===== src/rtl/div_unit_if.sv =====
// div_unit_if: request/result bundle between the execute stage (master) and div_unit (slave).
// Handshake: master raises start with operands and holds it until ready is seen. ready then stays high until start drops. cancel aborts in any state.
interface div_unit_if #(
   parameter int WIDTH = 32
);
   logic             start;
   logic             cancel;
   logic             signed_op;
   logic [WIDTH-1:0] dividend;
   logic [WIDTH-1:0] divisor;
   logic [WIDTH-1:0] quotient;
   logic [WIDTH-1:0] remainder;
   logic             busy;
   logic             ready;

   modport master (
      output start, cancel, signed_op, dividend, divisor,
      input  quotient, remainder, busy, ready
   );

   modport slave (
      input  start, cancel, signed_op, dividend, divisor,
      output quotient, remainder, busy, ready
   );
endinterface


===== src/rtl/div_unit.sv =====
// div_unit: multi-cycle radix-2 restoring divider (DIV/DIVU) with registered quotient/remainder.
// Define DIV_ZERO_DETECT_EN to route zero divisors through the short DIVZERO path.
module div_unit #(
   parameter int WIDTH = 32
) (
   input  logic       clk,
   input  logic       rst,
   div_unit_if.slave  bus,
   output logic [1:0] o_dbg_state
);
   localparam int CW = $clog2(WIDTH);

   typedef enum logic [1:0] {
      S_IDLE    = 2'd0,
      S_DIVZERO = 2'd1,
      S_ON      = 2'd2,
      S_END     = 2'd3
   } state_t;

   state_t r_state;
   state_t w_next;

   logic [2*WIDTH:0] r_acc;
   logic [WIDTH-1:0] r_dvs;
   logic [CW-1:0]    r_cnt;
   logic             r_neg_q;
   logic             r_neg_r;
   logic [WIDTH-1:0] r_fin_q;
   logic [WIDTH-1:0] r_fin_r;
   logic [WIDTH-1:0] r_quotient;
   logic [WIDTH-1:0] r_remainder;
   logic             r_busy;
   logic             r_ready;
`ifdef DIV_ZERO_DETECT_EN
   logic [WIDTH-1:0] r_dvd_orig;
`endif

   logic             w_a_neg;
   logic             w_b_neg;
   logic [WIDTH-1:0] w_a_mag;
   logic [WIDTH-1:0] w_b_mag;
   logic [WIDTH:0]   w_hi;
   logic [WIDTH+1:0] w_trial;
   logic             w_trial_neg;
   logic [WIDTH:0]   w_rem;
   logic [WIDTH-1:0] w_q_mag;
   logic [WIDTH-1:0] w_r_mag;
   logic             w_last;
   logic             w_unused;

   assign w_a_neg = bus.signed_op && bus.dividend[WIDTH-1];
   assign w_b_neg = bus.signed_op && bus.divisor[WIDTH-1];
   assign w_a_mag = w_a_neg ? -bus.dividend : bus.dividend;
   assign w_b_mag = w_b_neg ? -bus.divisor : bus.divisor;

   // One restoring step: the upper WIDTH+1 bits after the left shift minus the divisor magnitude.
   assign w_hi        = r_acc[2*WIDTH-1:WIDTH-1];
   assign w_trial     = {1'b0, w_hi} - {2'b00, r_dvs};
   assign w_trial_neg = w_trial[WIDTH+1];
   assign w_rem       = w_trial_neg ? w_hi : w_trial[WIDTH:0];
   assign w_q_mag     = {r_acc[WIDTH-2:0], ~w_trial_neg};
   assign w_r_mag     = w_rem[WIDTH-1:0];
   assign w_last      = (r_cnt == CW'(WIDTH-1));
   // The partial remainder never exceeds WIDTH bits, so the top accumulator bit is never read.
   assign w_unused    = r_acc[2*WIDTH];

   always_ff @(posedge clk) begin
      if (!rst) r_state <= S_IDLE;
      else      r_state <= w_next;
   end

   always_comb begin
      w_next = r_state;
      if (bus.cancel) begin
         w_next = S_IDLE;
      end else begin
         case (r_state)
            S_IDLE: begin
               if (bus.start) begin
`ifdef DIV_ZERO_DETECT_EN
                  w_next = (bus.divisor == '0) ? S_DIVZERO : S_ON;
`else
                  w_next = S_ON;
`endif
               end
            end
`ifdef DIV_ZERO_DETECT_EN
            S_DIVZERO: w_next = S_END;
`endif
            S_ON:      if (w_last) w_next = S_END;
            S_END:     if (!bus.start) w_next = S_IDLE;
            default:   w_next = S_IDLE;
         endcase
      end
   end

   always_ff @(posedge clk) begin
      if (!rst) begin
         r_acc       <= '0;
         r_dvs       <= '0;
         r_cnt       <= '0;
         r_neg_q     <= 1'b0;
         r_neg_r     <= 1'b0;
         r_fin_q     <= '0;
         r_fin_r     <= '0;
         r_quotient  <= '0;
         r_remainder <= '0;
         r_busy      <= 1'b0;
         r_ready     <= 1'b0;
`ifdef DIV_ZERO_DETECT_EN
         r_dvd_orig  <= '0;
`endif
      end else begin
         // Status lags the state by one edge, except that cancel clears it immediately.
         r_busy  <= !bus.cancel && ((r_state == S_ON) || (r_state == S_DIVZERO));
         r_ready <= !bus.cancel && (r_state == S_END);
         case (r_state)
            S_IDLE: begin
               if (bus.start && !bus.cancel) begin
                  r_acc   <= {{(WIDTH+1){1'b0}}, w_a_mag};
                  r_dvs   <= w_b_mag;
                  r_cnt   <= '0;
                  r_neg_q <= w_a_neg ^ w_b_neg;
                  r_neg_r <= w_a_neg;
`ifdef DIV_ZERO_DETECT_EN
                  r_dvd_orig <= bus.dividend;
`endif
               end
            end
`ifdef DIV_ZERO_DETECT_EN
            S_DIVZERO: begin
               r_fin_q <= '1;
               r_fin_r <= r_dvd_orig;
            end
`endif
            S_ON: begin
               r_acc <= {w_rem, r_acc[WIDTH-2:0], ~w_trial_neg};
               r_cnt <= r_cnt + 1'b1;
               if (w_last) begin
                  r_fin_q <= r_neg_q ? -w_q_mag : w_q_mag;
                  r_fin_r <= r_neg_r ? -w_r_mag : w_r_mag;
               end
            end
            S_END: begin
               if (!bus.cancel && !r_ready) begin
                  r_quotient  <= r_fin_q;
                  r_remainder <= r_fin_r;
               end
            end
            default: ;
         endcase
      end
   end

   assign bus.quotient  = r_quotient;
   assign bus.remainder = r_remainder;
   assign bus.busy      = r_busy;
   assign bus.ready     = r_ready;
   assign o_dbg_state   = r_state;
endmodule


===== src/flat_wrapper.sv =====
// flat-port wrapper written by rule: the top's interface ports become plain ports
module div_unit_flat 
#(
   parameter int WIDTH = 32
)
  (clk, rst, o_dbg_state, bus_start, bus_cancel, bus_signed_op, bus_dividend, bus_divisor, bus_quotient, bus_remainder, bus_busy, bus_ready);
  div_unit_if #(.WIDTH(WIDTH)) bus_i ();
  input  logic clk;
  input  logic rst;
  output logic [1:0] o_dbg_state;
  input wire logic [$bits(bus_i.start)-1:0] bus_start;
  input wire logic [$bits(bus_i.cancel)-1:0] bus_cancel;
  input wire logic [$bits(bus_i.signed_op)-1:0] bus_signed_op;
  input wire logic [$bits(bus_i.dividend)-1:0] bus_dividend;
  input wire logic [$bits(bus_i.divisor)-1:0] bus_divisor;
  output wire logic [$bits(bus_i.quotient)-1:0] bus_quotient;
  output wire logic [$bits(bus_i.remainder)-1:0] bus_remainder;
  output wire logic [$bits(bus_i.busy)-1:0] bus_busy;
  output wire logic [$bits(bus_i.ready)-1:0] bus_ready;
  assign bus_i.start = bus_start;
  assign bus_i.cancel = bus_cancel;
  assign bus_i.signed_op = bus_signed_op;
  assign bus_i.dividend = bus_dividend;
  assign bus_i.divisor = bus_divisor;
  assign bus_quotient = bus_i.quotient;
  assign bus_remainder = bus_i.remainder;
  assign bus_busy = bus_i.busy;
  assign bus_ready = bus_i.ready;
  div_unit #(.WIDTH(WIDTH)) u_core (.clk(clk), .rst(rst), .bus(bus_i), .o_dbg_state(o_dbg_state));
endmodule

===== config.mk =====
export PLATFORM = sky130hd
export DESIGN_NAME = div_unit_flat
export DESIGN_NICKNAME = d
export VERILOG_FILES = /design/src/rtl/div_unit_if.sv /design/src/rtl/div_unit.sv /design/src/flat_wrapper.sv
export SDC_FILE = /design/constraint.sdc
export NUM_CORES = 1
export LEC_CHECK = 0
export BUFFER_PORTS_ARGS = -buffer_cell sky130_fd_sc_hd__buf_4
export CORE_MARGIN = 2
export CORE_UTILIZATION = 40
export CTS_CLUSTER_SIZE = 16
export DETAILED_ROUTE_END_ITERATION = 16
export GPL_TIMING_DRIVEN = 0
export HOLD_SLACK_MARGIN = 0.15
export MAX_ROUTING_LAYER = met4
export SETUP_SLACK_MARGIN = 0.5
export SKIP_CTS_REPAIR_TIMING = 1
export SYNTH_ARGS = -nofsm -noshare
export SYNTH_HDL_FRONTEND = slang
export SYNTH_SLANG_ARGS = --single-unit

===== constraint.sdc =====
create_clock -name clk -period 6.47 [get_ports clk]
set_input_delay 1.294 -clock clk [delete_from_list [all_inputs] [get_ports clk]]
set_output_delay 1.294 -clock clk [all_outputs]
set_load 0.02 [all_outputs]

==> impl_metrics.toml, run 1 <==
[outcome]
status = "completed"

[cells_and_area]
finalNonFillerCells = 2479
drive_gt1_frac = 0.115
antenna_cells = 0
fillers = 3492
nets = 2121
areaGrowthSynthToFinish_pct = 19.0

[yosys]
synth.yosys.seq_area_share = 0.342
ys_ff_latch = 235
postSynthAreaPerCell_sq_um = 7.48
yosysWarnings = 0
async_flop_share = 0
yosys.area_share.simple = 0.230
synth_mux_area_frac = 0.0146
synth_edf_count = 0
synth.top_cell.area_share = 0.342
synth_xor_area_frac = 0.0801
yosys.area.top_type = "dfxtp_1"
synth_nets = 1953
synthFlopType = "dfxtp_1"
syn_area_sq_um = 13800
ys_types = 82
ys_top_cells_by_area = "dfxtp_1, nand2_1, a21oi_1, nor2_1, xor2_1"
syn-instance-count = 1842
synth_top_family_by_area = "compound AO/OA/AOI/OAI gates"
synth_compound_area_frac = 0.245
yosys.area_share.adder = 0.0387

[grt]
grt_pass1_vias = 12600
grt_pass1_wl_mm = 69.4
grt_max_degree = 16
track_usage = 0.249
antenna_found_initial = 1
grt_overflow_total = 0

[critical_path]
worstPathCellList = "ha_1 > clkbuf_1 > nand3_1 > nor4b_2 > o311ai_4 > nand2_4 > buf_6 > clkbuf_2 > clkbuf_4 > clkbuf_2 > mux2i_2 > ha_1 > inv_1 > nor2_1 > nand4_1 > nor4b_2 > o2111ai_1 > or2_1 > o31ai_2 > xor2_1 > o21ai_1"
cp_top_family = "simple AND/OR/NAND/NOR gates"
worst-path-buf-inv = 6
crit_arrival_ns = 6.09
crit_type = "register to register"
end_kind = "register"
worstPathMaxFanout = 10
required_ns = 6.92
cp-start-kind = "register"
slowest_stage = "nor4b_2"
slowest_delay_ns = 0.41

[placed_design]
port_buffers = 136
gp_congestion = 0.911
dp_cells = 2427
dp_hpwl_mm = 35.4

[drt]
route.detailed.drc = 0
drt_wl_total_mm = 44.8
postRouteAntennaNets = 0
num_vias = 13700
dr.first_iter.drc_count = 1187
via_per_inst = 5.53
wl_per_cell_um = 18.1
dr.pass1.iters = 5

[cts]
cts.clk_slew.worst_paths_ns = 0.06
cts-root-buf = "clkbuf_16"
clock_latency_ns = 0.56
cts_max_level = 1
numClockSinks = 235
cts_buffers = 28
clock_path_buffers = 3
tritoncts = "built"

[floorplanning]
dieArea_sq_um = 35900
initial_core_util = 0.409
fp.coreArea_sq_um = 33700
die_h_um = 190
core.rowCount = 67
fp.dieW_um = 190
io_pins = 137

[sta]
finalSetupViolCount = 0
drv_slew = 0
rsz0062_at_grt = "no"
timing_hold_violations_final = 0
finalSetupTns_ns = 0
maxSlewHeadroom = 0.294
fin_worst_skew_ns = 0.0123
worst_pin_slew_ns = 1.06
fin_crit_ns = 5.64
clock.fmax_mhz = 177
fin_crit_sh = 0.872

[power_and_ir_drop]
power_density_nw_per_um2 = 230
leakage_nw = 6.07
irDropWorstVdd_mv = 0.197

[hold_path]
min_path_type = "register to register"

[job]
maxCapViolCount = 0
cells by family (layout without fill, tap and decap cells):
| kind of cell | Yosys count | in the layout |
|---|---|---|
| simple gates | 714 | 714 |
| fa+ha+maj | 42 | 42 |
| buf+inv | 178 | 367 |
| xor+xnor | 126 | 126 |
| flops | 235 | 235 |
| mux | 20 | 20 |
| compound gates | 527 | 527 |
path summary, 6_finish.rpt:
check,startpoint,slack [ns],cells after the start,endpoint
max,u_core.r_acc[58]$_SDFFE_PN0P_,0.83,21,u_core.r_fin_r[30]$_SDFFE_PN0P_
min,u_core.r_fin_r[5]$_SDFFE_PN0P_,0.45,2,u_core.r_fin_r[5]$_SDFFE_PN0P_
max reg2reg,u_core.r_acc[58]$_SDFFE_PN0P_,0.83,21,u_core.r_fin_r[30]$_SDFFE_PN0P_
min reg2reg,u_core.r_fin_r[5]$_SDFFE_PN0P_,0.45,2,u_core.r_fin_r[5]$_SDFFE_PN0P_
cells in the mapped netlist (5+ instances only):
library cell / n
o211ai_1: 11
nand3_1: 40
and2_1: 8
a211o_1: 5
buf_2: 9
nor4_1: 12
nor2_1: 192
nand2b_1: 8
and3_1: 12
xor2_1: 75
buf_1: 8
clkbuf_1: 99
a21o_1: 12
nor3_1: 22
ha_1: 41
o21a_1: 12
nor2b_1: 7
a22oi_1: 15
nand4b_1: 5
o31ai_1: 22
or2_2: 7
or3_1: 16
dfxtp_1: 235
a311oi_1: 7
a31oi_1: 22
a21oi_1: 201
mux2i_1: 19
xnor2_1: 51
o41ai_1: 19
o21ai_0: 89
or4_1: 9
nand4_1: 15
nand2_1: 335
inv_1: 59
a211oi_1: 64
cell type report:
type	instances	area, sq um	share of cell area
multi-input cells	1429	8410	0.513
flip-flops and latches	235	4700	0.287
repair buffers	138	1040	0.0634
clock buffers	36	771	0.0470
well taps	448	561	0.0342
plain buffers	117	463	0.0282
inverters	61	229	0.0140
clock inverters	15	213	0.0130
layout by cell type (no fill, tap or decap), types with 12 or more instances in the layout:
cell type	n
o21a_1	12
mux2i_1	18
xor2_1	75
nor4_1	12
a31oi_1	22
o41ai_1	19
clkbuf_16	28
nor3_1	20
o31ai_1	22
or3_1	16
a21oi_1	201
o21ai_0	88
ha_1	41
xnor2_1	51
nor2_1	192
a211oi_1	64
nand4_1	15
inv_1	59
dfxtp_1	235
clkbuf_1	102
nand2_1	335
nand3_1	40
a21o_1	12
buf_4	137
a22oi_1	15
and3_1	12
per-stage QoR:
| stage | util | cell area [sq um] | total power, W | hold WS [ns] | setup slack [ns] |
|---|---|---|---|---|---|
| 2_1_floorplan | - | 13800 | 0.00193 | 0.429 | 1.71 |
| 3_3_place_gp | 0.456 | 15400 | 0.00212 | 0.440 | 0.0963 |
| 3_5_place_dp | 0.456 | 15400 | 0.00213 | 0.446 | 0.151 |
| 4_1_cts | 0.485 | 16400 | 0.00378 | 0.454 | 0.108 |
| 5_1_grt | 0.486 | 16400 | 0.00391 | 0.471 | 0.499 |
| 6_report | 0.486 | 16400 | 0.00378 | 0.453 | 0.827 |
report_power, final:
| part | switching (W) | internal [W] |
|---|---|---|
| Clock | 0.000659 | 0.00101 |
| Combinational | 0.000390 | 0.000214 |
| Sequential | 0.0000323 | 0.00148 |
| Total | 0.00108 | 0.00270 |
tightest hold or removal path, stage by stage (launching register included):
cell	delay, ns
dfxtp_1	0.31
nand2_1	0.05
a21oi_1	0.05
layer usage:
metal | GRT usage | routed length, um | up-vias
li1 | - | - | 6828
met1 | 0.363 | 21800 | 6376
met2 | 0.363 | 18700 | 453
met3 | 0.0430 | 3450 | 54
met4 | 0.0480 | 787 | 0
met5 | - | 0 | -
flip-flops by register name, summed over array words and instances, names as in the netlist:
signal	cells
u_core.bus.busy	1
u_core.bus.quotient	32
u_core.bus.ready	1
u_core.bus.remainder	32
u_core.o_dbg_state	2
u_core.r_acc	64
u_core.r_cnt	5
u_core.r_dvs	32
u_core.r_fin_q	32
u_core.r_fin_r	32
u_core.r_neg_q	1
u_core.r_neg_r	1
Note: power is estimated with default switching activity, not from simulation.
==> inputs of run 2 (changes only) <==
CORE_MARGIN = 10   (was 2)
CTS_BUF_LIST = sky130_fd_sc_hd__clkbuf_8   (was default)
==> impl_metrics.toml, run 2 (synthesized netlist as in run 1, its figures left out) <==
[critical_path]
r2r_cells = 22
crit_arrival_ns = 6.10
r2r_slack_ns = 0.82
worstReg2RegStart = "u_core.r_acc[41]$_SDFFE_PN0P_"
worstPathMaxFanout = 10
end_kind = "register"
crit_type = "register to register"
required_ns = 6.92
reg2reg_to = "u_core.r_fin_r[30]$_SDFFE_PN0P_"
cp-start-kind = "register"

[sta]
finalSetupTns_ns = 0
fin_crit_sh = 0.873
drv_slew = 0
finalSetupViolCount = 0
clock.fmax_mhz = 177
maxSlewHeadroom = 0.288
worst_pin_slew_ns = 1.07
timing_hold_violations_final = 0
fin_hold_ws_ns = 0.452
rsz0062_at_grt = "no"
fin_crit_ns = 5.65
fin_worst_skew_ns = 0.0229

[grt]
grt_overflow_total = 0
track_usage = 0.220
antenna_found_initial = 1
grt_pass1_vias = 12900
grt_max_degree = 13
grt_pass1_wl_mm = 72.4

[floorplanning]
fp.dieW_um = 206
initial_core_util = 0.408
die_h_um = 206
io_pins = 137
fp.coreArea_sq_um = 33800
core.rowCount = 67
dieArea_sq_um = 42300

[cells_and_area]
postLayoutCoreUtil = 0.484
regMostFlops = "u_core.r_acc"
drive_gt1_frac = 0.122
mostFrequentLayoutCell = "nand2_1"
areaGrowthSynthToFinish_pct = 18.7
final_area_sq_um = 16300
seq_area_sq_um = 4700
final_cell_mix = "nand2_1, dfxtp_1, a21oi_1, nor2_1, buf_4"
fillers = 3480
nets = 2134
largest_register_ffs = 64
multi_input_area_sq_um = 8410

[cts]
numClockSinks = 235
cts-root-buf = "clkbuf_8"
clock_latency_ns = 0.57
clock_path_buffers = 3
tritoncts = "built"
cts_max_level = 2
cts.clk_slew.worst_paths_ns = 0.06
cts_buffers = 42

[power_and_ir_drop]
comb_power_share = 0.166
sw_frac_of_total = 0.295
pwr-share-clk = 0.422
p_switching_w = 0.00108
p_int_w = 0.00258
power_density_nw_per_um2 = 223
irDropWorstVdd_mv = 0.117
leakage_nw = 6.12
seq_power_share = 0.413

[drt]
num_vias = 13600
dr.pass1.iters = 5
postRouteAntennaNets = 0
route.detailed.drc = 0
drt_wl_total_mm = 46.5
via_per_inst = 5.44
wl_per_cell_um = 18.6
dr.first_iter.drc_count = 971

[placed_design]
dpl_cell_area_sq_um = 15400
dp_hpwl_mm = 37.1
gp_congestion = 0.948
port_buffers = 136

[outcome]
status = "completed"

[hold_path]
hold_depth = 2
min_path_type = "register to register"
holdCritStartpoint = "u_core.bus.quotient[19]$_SDFFE_PN0P_"
hold_end = "u_core.bus.quotient[19]$_SDFFE_PN0P_"

[job]
maxCapViolCount = 0
==> run 2: changes by cell type in the layout (fill, tap and decap cells not counted), sizes merged <==
cell	before	now
bufinv	4	3
clkbuf	137	155
clkinv	8	6
clkinvlp	2	1
diode	0	1
inv	62	72
==> run 2: through the flow <==
| step | power [W] | instances | worst slack (ns) |
|---|---|---|---|
| CTS | 0.00367 | 2503 | 0.0577 |
| global route | 0.00382 | 2503 | 0.478 |
| finish | 0.00365 | 2504 | 0.821 |
| detailed placement | 0.00213 | 2427 | 0.114 |
| global placement | 0.00212 | 2426 | 0.127 |
| floorplan | 0.00193 | 1842 | 1.71 |
==> run 2: critical path, cell delays in order, from the launching register on <==
cell       delay (ns)
dfxtp_1          0.55
ha_1             0.30
buf_2            0.17
a21oi_1          0.20
o21ai_0          0.13
a21o_1           0.24
o311ai_4         0.48
nand2_4          0.08
buf_6            0.16
clkbuf_2         0.24
clkbuf_4         0.28
buf_2            0.23
mux2i_2          0.34
ha_1             0.28
inv_1            0.08
nor2_1           0.11
nand4_1          0.15
nor4b_2          0.36
o2111ai_1        0.30
or2_1            0.33
o31ai_2          0.20
xor2_1           0.22
o21ai_1          0.08
==> run 2: layout make-up <==
type                       instances  area share
multi-input combinational       1429       0.515
clock buffer                      55      0.0463
sequential                       235       0.288
clock inverter                    21      0.0114
inverter                          61      0.0140
tap                              448      0.0343
buffer                           117      0.0284
timing repair buffer             137      0.0631
antenna                            1    0.000153
==> run 2: power groups by stage <==
stage | Clock, W | Combinational, W | Sequential [W]
2_1_floorplan | 0 | 0.000398 | 0.00153
3_3_place_gp | 0 | 0.000583 | 0.00154
3_5_place_dp | 0 | 0.000591 | 0.00154
4_1_cts | 0.00157 | 0.000594 | 0.00151
5_1_grt | 0.00164 | 0.000666 | 0.00151
6_report | 0.00154 | 0.000605 | 0.00151
==> run 2: how the worst max path moves through the flow <==
stage	from	endpoint	slack (ns)	cells after the start
floorplan	u_core.r_dvs[4]$_SDFFE_PN0P_	u_core.r_fin_r[30]$_SDFFE_PN0P_	1.71	23
global placement	u_core.r_acc[34]$_SDFFE_PN0P_	u_core.r_fin_r[30]$_SDFFE_PN0P_	0.13	22
detailed placement	u_core.r_acc[34]$_SDFFE_PN0P_	u_core.r_fin_r[30]$_SDFFE_PN0P_	0.11	22
CTS	u_core.r_acc[35]$_SDFFE_PN0P_	u_core.r_fin_r[30]$_SDFFE_PN0P_	0.06	22
global route	u_core.r_dvs[27]$_SDFFE_PN0P_	u_core.r_fin_r[30]$_SDFFE_PN0P_	0.48	22
finish	u_core.r_acc[41]$_SDFFE_PN0P_	u_core.r_fin_r[30]$_SDFFE_PN0P_	0.82	22
==> run 2: routing by layer <==
| layer | global-route usage | wire, um |
|---|---|---|
| met5 | - | 0 |
| met4 | 0.0478 | 884 |
| met3 | 0.0368 | 3400 |
| met2 | 0.312 | 19100 |
| met1 | 0.319 | 23100 |
